<file path="config.mk">
export PLATFORM = sky130hd
export DESIGN_NAME = qr_r_collector
export DESIGN_NICKNAME = d
export VERILOG_FILES = /design/src/rtl/qr_r_collector.sv
export SDC_FILE = /design/constraint.sdc
export NUM_CORES = 1
export LEC_CHECK = 0
export CAP_MARGIN = 10
export CORE_MARGIN = 1
export CORE_UTILIZATION = 44
export DETAILED_ROUTE_END_ITERATION = 10
export SYNTH_ARGS = -nofsm -noshare
export SYNTH_HDL_FRONTEND = slang
export SYNTH_SLANG_ARGS = --single-unit
</file>
<file path="constraint.sdc">
create_clock -name clk -period 24.9 [get_ports clk]
set_clock_uncertainty 0.05 [all_clocks]
set_input_delay 2.49 -clock clk [delete_from_list [all_inputs] [get_ports clk]]
set_output_delay 2.49 -clock clk [all_outputs]
set_load 0.01 [all_outputs]
</file>
<file path="src/rtl/qr_r_collector.sv">
// rtl/qr_r_collector.sv - collects R rows bottom-first from the QR core and drains them top-first
module qr_r_collector #(
  parameter int DATA_WIDTH = 20,
  parameter int D_WIDTH    = 4,
  parameter int ROWS       = 8
) (
  input  logic                          clk,
  input  logic                          rst,
  input  logic                          valid_i,
  input  logic [DATA_WIDTH*D_WIDTH-1:0] r_i,
  input  logic                          ready_i,
  output logic                          valid_o,
  output logic [DATA_WIDTH*D_WIDTH-1:0] row_o,
  output logic [$clog2(ROWS)-1:0]       row_idx_o,
  output logic                          last_o,
  output logic                          busy_o,
  output logic                          overflow_o
);

  localparam int RW = DATA_WIDTH * D_WIDTH;
  localparam int IW = $clog2(ROWS);
  localparam logic [IW-1:0] LAST_IDX = IW'(ROWS - 1);

  typedef enum logic [1:0] {IDLE, CAPTURE, DRAIN} state_t;

  state_t        state_q, state_d;
  logic [IW-1:0] wcnt_q, wcnt_d;
  logic [IW-1:0] rptr_q, rptr_d;
  logic          ovf_q;
  logic [RW-1:0] buf_q [ROWS];

  logic          wr_en;
  logic [IW-1:0] wr_idx;
  logic          ovf_set;
  logic          xfer;

  assign xfer = (state_q == DRAIN) && ready_i;

  always_comb begin
    state_d = state_q;
    wcnt_d  = wcnt_q;
    rptr_d  = rptr_q;
    wr_en   = 1'b0;
    wr_idx  = LAST_IDX;
    ovf_set = 1'b0;
    case (state_q)
      IDLE: begin
        if (valid_i) begin
          wr_en   = 1'b1;
          wcnt_d  = IW'(1);
          state_d = CAPTURE;
        end
      end
      CAPTURE: begin
        if (valid_i) begin
          wr_en  = 1'b1;
          wr_idx = LAST_IDX - wcnt_q;
          if (wcnt_q == LAST_IDX) begin
            wcnt_d  = '0;
            rptr_d  = '0;
            state_d = DRAIN;
          end else begin
            wcnt_d = wcnt_q + IW'(1);
          end
        end
      end
      DRAIN: begin
        if (xfer && rptr_q == LAST_IDX) begin
          // Final transfer frees the buffer, so a row arriving now starts the next matrix
          rptr_d = '0;
          if (valid_i) begin
            wr_en   = 1'b1;
            wcnt_d  = IW'(1);
            state_d = CAPTURE;
          end else begin
            state_d = IDLE;
          end
        end else begin
          if (xfer) rptr_d = rptr_q + IW'(1);
          ovf_set = valid_i;
        end
      end
      default: state_d = IDLE;
    endcase
  end

  always_ff @(posedge clk or posedge rst) begin
    if (rst) begin
      state_q <= IDLE;
      wcnt_q  <= '0;
      rptr_q  <= '0;
      ovf_q   <= 1'b0;
      for (int i = 0; i < ROWS; i++) buf_q[i] <= '0;
    end else begin
      state_q <= state_d;
      wcnt_q  <= wcnt_d;
      rptr_q  <= rptr_d;
      if (ovf_set) ovf_q <= 1'b1;
      if (wr_en) buf_q[wr_idx] <= r_i;
    end
  end

  assign valid_o    = (state_q == DRAIN);
  assign row_o      = buf_q[rptr_q];
  assign row_idx_o  = rptr_q;
  assign last_o     = valid_o && (rptr_q == LAST_IDX);
  assign busy_o     = (state_q != IDLE);
  assign overflow_o = ovf_q;

endmodule
</file>
======== Word-level counts from Yosys, hierarchy flattened ========
Cells that the tools add are included.
storage, ports and cells
  register bits ........................... 649
  input bits .............................. 84
  output and inout bits ................... 87
  logic and storage cells ................. 70
cells by class
  $add $sub $neg .......................... 3
  $lt $le $gt $ge ......................... 3
  equal/unequal tests ..................... 9
  mux-type cells .......................... 29
  bitwise operators ....................... 2
  reduce and logical (&&, ||, !) cells .... 12
operators by type and width
  cell                   count
  $bwmux W640            1
  $bmux W80 S3           1
  $demux W80 S3          1
  $mux W80               3
  $mux W3                10
  $pmux W3 S3            1
  $ge A4 B4 Y1 const B   2
  $mux W2                4
  $not A3 Y4             2
  $reduce_and A4 Y1      2
  $add A3 B1 Y3 const B  2
  $eq A3 B3 Y1 const B   2
  $ne A2 B2 Y1 const B   3
  $pmux W2 S3            1
  $pmux W3 S2            1
  $mux W1                5
  $logic_and A1 B1 Y1    4
  $lt A4 B1 Y1 const B   1
  $reduce_bool A2 Y1     2
  $ne A3 B1 Y1 const B   1
  $reduce_and A3 Y1      1
  $reduce_bool A3 Y1     1
  $sub A3 B3 Y3 const A  1
  $eq A2 B1 Y1 const B   1
  5 further kinds        5

======== Longest topological paths before layout ========
  depth in word-level cells ............... 9
  gate-level depth with buffers ........... 8
  gate-level depth less buffers ........... 5

======== Worst setup path before layout ========
No wires, ideal clock.
  path kind ............................... register to output
  start ................................... reg rptr_q[0], in the netlist row_idx_o[0]
  end ..................................... out row_o[0]
  data arrival time ....................... 2,021 ps
  setup slack ............................. 20,339 ps
  stages on the path, launching flop included .. 6
  path buffers ............................ 3
  cell sequence ........................... dfrtp_1 -> buf_2 -> clkbuf_1 -> buf_2 -> mux4_2 -> mux2_2
on the way
  cells in the longest elaborated chain, start to end .. 4
RTL lines
  what                                         line  source
  start, declared                              28    logic [IW-1:0] rptr_q, rptr_d;
  start signal, assigned                       97    rptr_q <= rptr_d;
  $not A3 Y4 (not written as such)             104   assign row_o = buf_q[rptr_q];
  $bmux W80 S3                                 104
  $mux W80 (not written as such) (2 in a row)  104
  end, declared                                13    output logic [DATA_WIDTH*D_WIDTH-1:0] row_o,
No other way between the ends. The select of a mux whose other input is x is not followed.

======== Final worst setup path ========
  start ................................... reg rptr_q[0], in the netlist row_idx_o[0]
  end ..................................... out row_o[78]
The elaborated chain is that of the path after synthesis.

==> flow_summary.yaml <==
timing:
  setup_ws_ns: 17.71
  rsz0062_at_grt: "false"
  slew_headroom_pct: 27.0
  fmax_mhz: 139
  drv_slew: 0
  fin_crit_sh_pct: 28.9
  period_needed_ns: 7.19
  setup_viol: 0
  hold_viol: 0
  tightestPinTransition_ns: 1.09
  finalSetupTns_ns: 0
  whs_ns: 0.423
pwr:
  p_leak_nw: 14.9
  powerDensity_nw_per_um2: 110
  irDropWorstVdd_v: 0.0000650
  fin_total_pwr_mw: 3.74
finish:
  final_layout_size_suffix_gt1_share_pct: 49.9
  final_nets: 1956
  final_cells: 2782
  final_cell_area_sq_um: 34000
  final_util_pct: 51.6
  synthToLayoutAreaGrowth_pct: 16.0
setup_path:
  cp-startpoint: "row_idx_o[0]"
  r2r_start: "row_idx_o[0]"
  path_max_fanout: 52
  slowest_delay_ns: 0.92
  critPathRequiredTime_ns: 22.36
  cpMostUsedCell: "buf_4"
  critPathBufInv: 3
  startpoint_type: "flop"
  critPathSlowestCell: "buf_4"
  cp_cell_sequence: "buf_4 -> buf_4 -> mux4_2 -> mux2_2 -> clkdlybuf4s50_1"
  cp-end-kind: "primary output"
  worstPathArrival_ns: 4.65
  critical_path_class: "flop to primary output"
  crit_family: "buffers and inverters"
logic_synthesis:
  syn_area_per_cell_sq_um: 17.2
  synth_nets: 1795
  ys_ff_latch: 649
  synthTopCellsByCount: "dfrtp_1 (649), mux2_2 (644), mux4_2 (160), mux2_1 (81), buf_6 (32)"
  netlist_area_sq_um: 29300
  synth_ff_type: "dfrtp_1"
  synth_top_area_share_pct: 55.5
  yosys.cell_types.count: 34
  yosysTopAreaCell: "dfrtp_1"
  synthArstFlopShare_pct: 100
  yosysWarnings: 0
  synth_cells: 1702
  synth-edff-count: 0
  ys_top_cells_by_area: "dfrtp_1 (55%), mux2_2 (25%), mux4_2 (12%)"
  synth-seq-area-share_pct: 55.5
  yosysMostFrequentCell: "dfrtp_1"
die:
  row_count: 94
  die_h_um: 260
  die_width_um: 260
  start_util_pct: 44.5
  pin_count: 171
  coreArea_sq_um: 65700
  dieArea_sq_um: 67600
detailed_routing:
  ant_nets: 0
  via_count: 15541
  drtIter0Drc: 680
  drt-total-wl_mm: 65.0
  vias_per_cell: 5.59
  wl_per_cell_um: 23.4
  drtPass1Iterations: 4
  drc: 0
global_routing:
  grt_max_degree: 134
  grt_first_pass_wirelength_mm: 104
  antenna_found_initial: 3
  grt_usage_pct: 20.1
  grt_pass1_vias: 17198
  grt_overflow_total: 0
cts:
  clkSlewWorstSetupHoldPaths_ns: 0.06
  clock_path_buffers: 3
  cts_tree: "yes"
  ctsHoldBuffers: 0
  h-tree-depth: 3
  insertion_delay_ns: 0.59
  numCtsBuffers: 73
  clock-root-buffer: "clkbuf_16"
  post_cts_buffers: 0
  ctsResizeCount: 0
  cts.sinks: 649
placed_design:
  postPlaceCellArea_sq_um: 31600
  dp_hpwl_mm: 36.0
  dp_cells: 2652
  routabilityCongestion: 0.707
  dp_slack_ns: 18.17
  io_buffers: 170
outcome:
  outcome: "complete, no violations"
hold_path:
  min_path_type: "flop to flop"
  hp-start: "overflow_o"
flow_run:
  drv_cap: 0
where the power goes:
group / switching (mW) / internal [mW] / total (mW)
clock network: 0.420 / 0.649 / 1.07
registers: 0.204 / 1.48 / 1.68
logic: 0.343 / 0.647 / 0.990
total: 0.968 / 2.77 / 3.74
layout by cell type, fill, tap and decap left out, types with 2 or more instances in the layout:
cell type,Yosys,routed
clkinv_2,0,7
mux2i_1,2,2
clkbuf_16,0,77
nand2_1,3,3
clkbuf_1,21,20
and2_1,2,2
nor2_1,2,2
bufinv_16,0,3
buf_4,16,29
nand4b_1,2,2
ha_1,9,9
inv_6,0,2
mux2_2,644,644
clkdlybuf4s50_1,0,170
inv_1,8,7
mux2_1,81,81
diode_2,0,2
a211oi_4,5,8
clkbuf_8,0,18
dfrtp_1,649,646
dfrtp_4,0,3
mux4_2,160,160
a21oi_1,3,3
o221ai_1,3,3
layout make-up:
class	count	area, sq um
Sequential cell	649	16300
Antenna cell	2	5.00
Fill cell	5389	31800
Clock buffer	115	2250
Tap cell	864	1080
Inverter	8	37.5
Clock inverter	13	150
Timing Repair Buffer	199	1920
Multi-Input combinational cell	932	12300
final timing paths:
kind	to	cells after the start	slack, ns
min reg2reg	overflow_o	1	0.42
max	row_o[78]	5	17.71
min	overflow_o	1	0.42
min in group asynchronous	buf_q[263]	2	2.40
max reg2reg	buf_q[539]	8	19.62
max in group asynchronous	buf_q[385]	4	19.75
worst register-to-register path, stage by stage (launching register included):
cell	delay [ns]
dfrtp_4	0.87
buf_4	0.75
buf_4	0.95
ha_1	0.34
ha_1	0.25
nand3_4	0.25
a211oi_4	0.33
buf_4	0.79
mux2_2	0.57
layer usage:
metal | track usage, % | wire length, um | up-vias
li1 | - | - | 6750
met3 | 3.80 | 2900 | 84
met5 | 0 | 46 | -
met1 | 28.7 | 30000 | 8471
met4 | 4.98 | 1030 | 6
met2 | 31.7 | 31000 | 230
registers in the layout, indices dropped and copies added (netlist names):
name / flops
buf_q: 640
row_idx_o: 3
wcnt_q: 3
state_q: 2
overflow_o: 1
kinds of logic (layout without fill, tap and decap cells):
group           after synthesis  count (layout)  share of synthesized area, %
flops                       649             649                          55.5
mux                         887             887                          40.3
simple gates                 18              18                         0.432
fa+ha+maj                     9               9                         0.385
compound gates               18              18                         0.722
buf+inv                     121             335                          2.70
other cells                   0               2                             0
Power figures use the tool's default switching activity.
